<file path="src/rtl/rv_mem_pkg.sv">
// ============================================================================
// Module   : rv_mem_pkg
// Purpose  : Shared types and constants for the unified-memory arbiter of the
//            multicycle RISC-V core.
// Contents : arb_state_t - arbiter sequencing states
//            gnt_t       - requester identity (core / DMA)
//            LAT_W       - width of the memory-latency down-counter
// Revision : 1.0 - initial release
// ============================================================================
`default_nettype none

package rv_mem_pkg;

    typedef enum logic [1:0] {
        IDLE   = 2'd0,
        ACCESS = 2'd1,
        WAIT   = 2'd2,
        DONE   = 2'd3
    } arb_state_t;

    typedef enum logic {
        GNT_CORE = 1'b0,
        GNT_DMA  = 1'b1
    } gnt_t;

    // Wide enough for the largest supported memory latency (15).
    localparam int LAT_W = 4;

endpackage

`default_nettype wire

</file>
<file path="src/rtl/rv_arb_rr2.sv">
// ============================================================================
// Module   : rv_arb_rr2
// Purpose  : Combinational two-way picker. With a single requester active it
//            wins; with both active, round-robin (fair=1) picks the one not
//            granted last, fixed priority (fair=0) always picks the core.
// Ports    : req[1:0]   in  request vector, bit 0 = core, bit 1 = DMA
//            last_grant in  requester granted most recently (gnt_t encoding)
//            fair       in  1 = round-robin, 0 = core-priority
//            winner     out chosen requester (gnt_t encoding); only
//                           meaningful when req != 0
// Revision : 1.0 - initial release
// ============================================================================
`default_nettype none

module rv_arb_rr2
    import rv_mem_pkg::*;
(
    input  logic [1:0] req,
    input  logic       last_grant,
    input  logic       fair,
    output logic       winner
);

    always_comb begin
        winner = GNT_CORE;
        case (req)
            2'b01:   winner = GNT_CORE;
            2'b10:   winner = GNT_DMA;
            2'b11:   winner = fair ? ~last_grant : GNT_CORE;
            default: winner = GNT_CORE;
        endcase
    end

endmodule

`default_nettype wire

</file>
<file path="src/rtl/rv_mem_arb.sv">
// ============================================================================
// Module   : rv_mem_arb
// Purpose  : Shares the single-port unified memory between the core and a
//            DMA/debug port. Each requester uses a req/ack handshake; every
//            access is a one-cycle memory strobe followed, for reads, by a
//            fixed MEM_LAT wait before the data is captured.
// Ports    : clk, rst_n                     clock, async active-low reset
//            core_req/we/addr/wdata         core request (held until ack)
//            core_rdata, core_ack           core read data / completion pulse
//            dma_req/we/addr/wdata          DMA request (held until ack)
//            dma_rdata, dma_ack             DMA read data / completion pulse
//            mem_en/we/addr/wdata           memory macro command
//            mem_rdata                      memory macro read data
//            busy                           arbiter not idle
// Revision : 1.0 - initial release
// ============================================================================
`default_nettype none

module rv_mem_arb
    import rv_mem_pkg::*;
#(
    parameter int ADDR_W  = 32,
    parameter int DATA_W  = 32,
    parameter int MEM_LAT = 2,
    parameter bit FAIR    = 1'b1
) (
    input  logic              clk,
    input  logic              rst_n,

    input  logic              core_req,
    input  logic              core_we,
    input  logic [ADDR_W-1:0] core_addr,
    input  logic [DATA_W-1:0] core_wdata,
    output logic [DATA_W-1:0] core_rdata,
    output logic              core_ack,

    input  logic              dma_req,
    input  logic              dma_we,
    input  logic [ADDR_W-1:0] dma_addr,
    input  logic [DATA_W-1:0] dma_wdata,
    output logic [DATA_W-1:0] dma_rdata,
    output logic              dma_ack,

    output logic              mem_en,
    output logic              mem_we,
    output logic [ADDR_W-1:0] mem_addr,
    output logic [DATA_W-1:0] mem_wdata,
    input  logic [DATA_W-1:0] mem_rdata,

    output logic              busy
);

    localparam logic [1:0]       c_ST_IDLE   = IDLE;
    localparam logic [1:0]       c_ST_ACCESS = ACCESS;
    localparam logic [1:0]       c_ST_WAIT   = WAIT;
    localparam logic [1:0]       c_ST_DONE   = DONE;
    localparam logic [LAT_W-1:0] c_LAT       = LAT_W'(MEM_LAT);
    localparam logic [LAT_W-1:0] c_CNT_ONE   = LAT_W'(1);

    logic [1:0]        r_state;
    logic              r_gnt;
    logic              r_last_grant;
    logic [LAT_W-1:0]  r_cnt;
    logic [DATA_W-1:0] r_core_rdata;
    logic [DATA_W-1:0] r_dma_rdata;

    logic [1:0]        w_req;
    logic              w_winner;
    logic              w_access;
    logic              w_done;
    logic              w_sel_we;
    logic [ADDR_W-1:0] w_sel_addr;
    logic [DATA_W-1:0] w_sel_wdata;

    assign w_req = {dma_req, core_req};

    rv_arb_rr2 u_pick (
        .req        (w_req),
        .last_grant (r_last_grant),
        .fair       (FAIR),
        .winner     (w_winner)
    );

    // Request fields come straight from the granted requester; they are
    // required to stay stable until its ack, so they are not latched here.
    assign w_sel_we    = (r_gnt == GNT_DMA) ? dma_we    : core_we;
    assign w_sel_addr  = (r_gnt == GNT_DMA) ? dma_addr  : core_addr;
    assign w_sel_wdata = (r_gnt == GNT_DMA) ? dma_wdata : core_wdata;

    always_ff @(posedge clk or negedge rst_n) begin
        if (!rst_n) begin
            r_state      <= c_ST_IDLE;
            r_gnt        <= GNT_CORE;
            r_last_grant <= GNT_DMA;   // core wins the first tie
            r_cnt        <= '0;
            r_core_rdata <= '0;
            r_dma_rdata  <= '0;
        end else begin
            case (r_state)
                c_ST_IDLE: begin
                    if (|w_req) begin
                        r_gnt   <= w_winner;
                        r_state <= c_ST_ACCESS;
                    end
                end
                c_ST_ACCESS: begin
                    r_cnt   <= c_LAT;
                    r_state <= w_sel_we ? c_ST_DONE : c_ST_WAIT;
                end
                c_ST_WAIT: begin
                    r_cnt <= r_cnt - c_CNT_ONE;
                    // Count of 1 marks the cycle MEM_LAT after the strobe,
                    // i.e. the one cycle mem_rdata is valid.
                    if (r_cnt == c_CNT_ONE) begin
                        if (r_gnt == GNT_DMA) begin
                            r_dma_rdata <= mem_rdata;
                        end else begin
                            r_core_rdata <= mem_rdata;
                        end
                        r_state <= c_ST_DONE;
                    end
                end
                c_ST_DONE: begin
                    r_last_grant <= r_gnt;
                    r_state      <= c_ST_IDLE;
                end
                default: begin
                    r_state <= c_ST_IDLE;
                end
            endcase
        end
    end

    // Outputs decode the state register directly so that an asynchronous
    // reset silences the memory strobe and acks without waiting for a clock.
    assign w_access = (r_state == c_ST_ACCESS);
    assign w_done   = (r_state == c_ST_DONE);

    assign mem_en    = w_access;
    assign mem_we    = w_access & w_sel_we;
    assign mem_addr  = w_access ? w_sel_addr  : '0;
    assign mem_wdata = w_access ? w_sel_wdata : '0;

    assign core_ack  = w_done & (r_gnt == GNT_CORE);
    assign dma_ack   = w_done & (r_gnt == GNT_DMA);

    assign core_rdata = r_core_rdata;
    assign dma_rdata  = r_dma_rdata;

    assign busy = (r_state != c_ST_IDLE);

endmodule

`default_nettype wire

</file>
<file path="config.mk">
export PLATFORM = sky130hd
export DESIGN_NAME = rv_mem_arb
export DESIGN_NICKNAME = d
export VERILOG_FILES = /design/src/rtl/rv_mem_pkg.sv /design/src/rtl/rv_arb_rr2.sv /design/src/rtl/rv_mem_arb.sv
export SDC_FILE = /design/constraint.sdc
export NUM_CORES = 1
export LEC_CHECK = 0
export ABC_AREA = 0
export CAP_MARGIN = 20
export CORE_MARGIN = 10
export CORE_UTILIZATION = 25
export DETAILED_ROUTE_END_ITERATION = 8
export GPL_TIMING_DRIVEN = 0
export PLACE_DENSITY_LB_ADDON = 0.25
export SETUP_SLACK_MARGIN = 0.05
export SLEW_MARGIN = 0
export SYNTH_ARGS = -nofsm -noshare
export SYNTH_HDL_FRONTEND = slang
export SYNTH_SLANG_ARGS = --single-unit
export TNS_END_PERCENT = 100
</file>
<file path="constraint.sdc">
create_clock -name clk -period 2.5 [get_ports clk]
set_clock_uncertainty 0.2 [all_clocks]
set_input_delay 0.5 -clock clk [delete_from_list [all_inputs] [get_ports clk]]
set_output_delay 0.5 -clock clk [all_outputs]
set_load 0.05 [all_outputs]
</file>
Word-level counts from Yosys, hierarchy flattened
Index checks and enable logic that the tools add are counted.
{ "op_classes": {"n_eq_ne": 8, "addsub": 1, "muxes": 11, "bitwise": 5, "n_reduce_logical": 8} }
{ "ops": {"columns": ["operator", "n"], "rows": [
  ["32-bit 2-to-1 mux", 4],
  ["2-bit equality test (second input constant)", 4],
  ["2-bit one-hot mux with 4 select lines", 1],
  ["4-bit one-hot mux with 2 select lines", 1],
  ["3-bit AND reduction", 2],
  ["4-bit by 1-bit equality test with 1-bit output (second input constant)", 1],
  ["2-bit 2-to-1 mux", 2],
  ["2-bit != test (second input constant)", 2],
  ["2-bit AND reduction", 2],
  ["2-bit nonzero test", 2],
  ["4-bit by 1-bit subtractor with 4-bit output (second input constant)", 1],
  ["1-bit bitwise AND", 3],
  ["2-bit by 1-bit equality test with 1-bit output (second input constant)", 1],
  ["2-bit logical NOT", 1],
  ["1-bit 2-to-1 mux", 2],
  ["1-bit NOT", 2],
  ["1-bit one-hot mux with 2 select lines", 1],
  ["2-bit OR reduction", 1]
]} }
{ "totals": {"out_inout_bits": 133, "reg_bits": 72, "in_bits": 166} }

Logic depth before layout (Yosys ltp)
{ "logic_depth": {"depth_word": 3, "depth_mapped": 7, "ltp_nobuf": 5} }

Cells and area by module
From an unflattened synthesis, not the netlist that was laid out.
{ "hier_totals": {"cells_unflattened": 331, "area_unflattened_um2": 4151.5} }
{ "modules_own_cells": {"columns": ["module", "instances", "area_each_um2", "cells_each", "seq_area_each_um2"], "rows": [
  ["rv_mem_arb", 1, 4137.7, 329, 1803.0],
  ["rv_arb_rr2", 1, 13.8, 2, 0.0]
]} }

Worst setup path before layout
No wires, ideal clock.
{ "synth_path": {"path_type": "register to output", "from": "reg r_state[1]", "to": "out mem_addr[10]", "stages_incl_launch_ff": 6, "arrival_ns": 2.217, "n_path_buf": 2, "path_slack_ns": -0.417, "cell_sequence": "dfrtp_1 -> inv_1 -> ha_1 -> clkbuf_1 -> clkbuf_1 -> nor2b_1"} }
{ "synth_via": {"elab_chain_len": 2} }
{ "synth_lines": {"columns": ["element", "line", "source"], "rows": [
  ["from (decl)", "rv_mem_arb.sv:60", "logic [1:0] r_state;"],
  ["from (signal assigned)", "rv_mem_arb.sv:92", "r_state <= c_ST_IDLE;"],
  ["from (signal assigned)", "rv_mem_arb.sv:103", "r_state <= c_ST_ACCESS;"],
  ["from (signal assigned)", "rv_mem_arb.sv:108", "r_state <= w_sel_we ? c_ST_DONE : c_ST_WAIT;"],
  ["2-bit by 1-bit equality test with 1-bit output", "rv_mem_arb.sv:136", "assign w_access = (r_state == c_ST_ACCESS);"],
  ["net mem_en", "rv_mem_arb.sv:44", "output logic mem_en,"],
  ["32-bit 2-to-1 mux", "rv_mem_arb.sv:141", "assign mem_addr = w_access ? w_sel_addr : '0;"],
  ["to (decl)", "rv_mem_arb.sv:46", "output logic [ADDR_W-1:0] mem_addr,"]
]} }
The timed path passes the listed nets, and every way through them passes these cells.

Final worst setup path
{ "layout_path": {"from": "reg r_state[1]", "to": "out mem_wdata[7]"} }
{ "layout_via": {"elab_chain_len": 2} }
{ "layout_lines": {"columns": ["element", "line", "source"], "rows": [
  ["2-bit by 1-bit equality test with 1-bit output", "rv_mem_arb.sv:136", null],
  ["32-bit 2-to-1 mux", "rv_mem_arb.sv:142", "assign mem_wdata = w_access ? w_sel_wdata : '0;"],
  ["to (decl)", "rv_mem_arb.sv:47", "output logic [DATA_W-1:0] mem_wdata,"]
]} }
Every way passes these cells.

==> results_dict.tcl <==
set metrics [dict create \
    numClockSinks 72 \
    worst-endpoint-required_ns 1.80 \
    gr-total-overflow 0 \
    p_total_mw 11.61 \
    synth-seq-area-share_pct 43.60 \
    clk_transition_reported_paths_ns 0.06 \
    max_slew_violations 0 \
    fraction_of_the_mapped_netlist_area_in_compound_gates_pct 1.664 \
    dieWidth_um 148.6 \
    grt_first_pass_wirelength_mm 25.53 \
    yosysWarnings 0 \
    core_area_um2 16060 \
    synth_enable_flop_cells 0 \
    placementRows 46 \
    utilization_pct 50.02 \
    rr_worst_depth 6 \
    area_growth_pct 94.25 \
    layout_setup_ws_ns 0.1232 \
    post_route_cells_drive_above_1_share_pct 37.83 \
    io-pin-count 299 \
    layout.filler_cells 1381 \
    clk_latency_ns 0.33 \
    crit_path_start_kind "register" \
    port_buffers 298 \
    diodes 0 \
    finalHoldViolCount 0 \
    detailroute.via_count 3698 \
    critPathCaptureType "primary output" \
    first_global_vias 4181 \
    setup_viol 0 \
    wl_per_cell_um 20.06 \
    clockRootBuffer "sky130_fd_sc_hd__clkbuf_16" \
    yosys.area_share.adder_pct 2.118 \
    max-vdd-ir-drop_uv 741.1 \
    post_synth_and_or_nand_nor_area_fraction_pct 12.22 \
    timing.max_cap.violations 0 \
    drt_iter0_drc 34 \
    route.antenna.remaining_nets 0 \
    finalHoldWorstSlack_ns 0.1105 \
    grt_start_max_net_pins 73 \
    period_minus_slack_ns 2.377 \
    die_h_um 148.6 \
    tritoncts "built" \
    synthFlopType "sky130_fd_sc_hd__dfrtp_1" \
    wire_length_reported_by_the_detailed_router_mm 17.28 \
    worst_slew_pin_slew_ns 0.9067 \
    hold_path.class "in2async" \
    cts-buffers-inserted 9 \
    maxClockFrequency_mhz 420.7 \
    netlist_instances 329 \
    synth.lib_cells_used.distinct 30 \
    syn-mean-instance-area_um2 12.57 \
    synth-seq-cells 72 \
    max_slew_margin_pct 39.55 \
    drc 0 \
    die-area_um2 22080 \
    place_worst_setup_slack_ns -0.7217 \
    asyncSetResetFlopFracSynth_pct 100.0 \
    layout_worst_path_cycle_share_pct 95.07 \
    p_leak_nw 3.526 \
    run_status "completed" \
    crit_arrival_ns 1.68 \
    synth.area.mux_share_pct 36.67 \
    firstDrtPassIters 4 \
    synth_top_family_by_area "multiplexers" \
    num-nets-final 813 \
    htree_num_levels 3 \
    criticalPathCategory "reg2out" \
    initial_utilization_pct 25.75 \
    clockBufferDepth 2 \
    postSynthNetCount 502 \
    routabilityCongestion 0.8156 \
    rsz_0062_raised_after_global_routing "true" \
    grt_antenna_before_repair 0 \
    holdBufCountCts 0 \
    post_synth_xor_xnor_area_pct 0 \
    crit_fanout 10 \
    via_per_inst 4.295 \
    dp_hpwl_mm 14.74 \
    syn-cell-area_um2 4135 \
    power.density_cell_area_nw_per_um2 1445 \
    grt_use_total_pct 15.01 \
]
## placed cells by master (no fill, tap or decap), types with 2 or more instances in the layout
master	count
sky130_fd_sc_hd__nor2b_2	53
sky130_fd_sc_hd__clkbuf_16	9
sky130_fd_sc_hd__nand2_1	4
sky130_fd_sc_hd__buf_8	3
sky130_fd_sc_hd__clkbuf_4	2
sky130_fd_sc_hd__buf_6	56
sky130_fd_sc_hd__buf_2	9
sky130_fd_sc_hd__nand2b_1	2
sky130_fd_sc_hd__nor2_1	3
sky130_fd_sc_hd__mux2_1	3
sky130_fd_sc_hd__nor2b_4	12
sky130_fd_sc_hd__dfrtp_1	71
sky130_fd_sc_hd__mux2i_2	5
sky130_fd_sc_hd__buf_4	20
sky130_fd_sc_hd__mux2_2	33
sky130_fd_sc_hd__clkdlybuf4s50_1	228
sky130_fd_sc_hd__dlygate4sd2_1	2
sky130_fd_sc_hd__inv_1	5
sky130_fd_sc_hd__nor2b_1	2
sky130_fd_sc_hd__mux2_4	30
sky130_fd_sc_hd__clkbuf_8	2
sky130_fd_sc_hd__mux2i_1	60
sky130_fd_sc_hd__o21ai_0	2
sky130_fd_sc_hd__ha_1	6
sky130_fd_sc_hd__clkinv_2	2
## cell type report
| cell class | count | area (um^2) | share of cell area [%] |
|---|---|---|---|
| plain buffers | 22 | 201.4 | 2.508 |
| clock buffers | 11 | 242.7 | 3.022 |
| clock inverters | 5 | 56.30 | 0.7009 |
| inverters | 6 | 22.52 | 0.2804 |
| multi-input cells | 229 | 2427 | 30.22 |
| flip-flops and latches | 72 | 1803 | 22.45 |
| well taps | 216 | 270.3 | 3.364 |
| repair buffers | 300 | 3009 | 37.46 |
## report_power, final
part           switching (mW)  leakage (nW)  total [mW]  internal [mW]
combinational            4.98          2.47        8.28           3.30
clock                   0.481         0.145        1.28          0.798
sequential              0.309         0.907        2.04           1.73
total                    5.77          3.53        11.6           5.83
## stage by stage
step / TNS [ns] / cell area (um^2) / std cells
2_1_floorplan: -1.923 / 4328 / 329
3_3_place_gp: -163.12 / 7581 / 843
3_5_place_dp: -42.83 / 7579 / 843
4_1_cts: 0 / 7829 / 861
5_1_grt: 0 / 8033 / 861
6_report: 0 / 8033 / 861
## synth_stat cells (2+ instances only)
master,instances,share of area (%)
sky130_fd_sc_hd__nor2_1,3,0.27
sky130_fd_sc_hd__inv_1,6,0.54
sky130_fd_sc_hd__mux2_1,3,0.82
sky130_fd_sc_hd__nor2b_1,66,10
sky130_fd_sc_hd__ha_1,7,2.1
sky130_fd_sc_hd__buf_6,4,1.1
sky130_fd_sc_hd__buf_4,2,0.36
sky130_fd_sc_hd__clkbuf_1,7,0.64
sky130_fd_sc_hd__o21ai_0,2,0.24
sky130_fd_sc_hd__nand2_1,4,0.36
sky130_fd_sc_hd__nand2b_1,2,0.30
sky130_fd_sc_hd__mux2_4,30,11
sky130_fd_sc_hd__mux2i_1,66,16
sky130_fd_sc_hd__mux2_2,33,9.0
sky130_fd_sc_hd__dfrtp_1,71,43
sky130_fd_sc_hd__buf_2,9,1.1
## worst paths after layout
check	startpoint	to	slack [ns]
worst max-delay path	r_state[1]	mem_wdata[7]	0.12
worst min-delay path	rst_n	core_rdata[8]	0.11
worst max register to register	r_state[1]	dma_rdata[7]	0.23
worst min register to register	dma_rdata[10]	dma_rdata[10]	0.30
max in group asynchronous	rst_n	core_rdata[18]	1.41
min in group clk	dma_rdata[10]	dma_rdata[10]	0.30
## worst max-delay path, cell delays in order (launching register included)
cell	delay [ns]
sky130_fd_sc_hd__dfrtp_1	0.39
sky130_fd_sc_hd__inv_2	0.08
sky130_fd_sc_hd__ha_2	0.19
sky130_fd_sc_hd__clkbuf_8	0.17
sky130_fd_sc_hd__buf_4	0.16
sky130_fd_sc_hd__nor2b_2	0.18
sky130_fd_sc_hd__buf_6	0.18
## timing repair
item,4_1_cts,5_1_grt
setup buffers,2,0
hold endpoints to repair,0,0
resized for setup,418,78
endpoints found under the setup margin,69,65
## sequential cells by signal, summed over array words and instances, names as in the netlist
name and cells:
dma_rdata 32, r_cnt 4, core_rdata 32, r_state 2
r_gnt 1, r_last_grant 1
## routing by layer
layer	global-route usage, %	up-vias	routed length (um)
li1	-	1763	-
met1	14.94	1734	6193
met2	27.37	192	9060
met3	7.282	9	1896
met4	3.568	0	124
met5	0	-	0
## cells by family after synthesis
group / after synthesis
muxes: 132
AOI/OAI and AO/OA: 9
adders and majority gates: 7
and+or+nand+nor: 81
DFF: 72
buffers and inverters: 28
No activity file was read; power rests on OpenSTA's default activity.
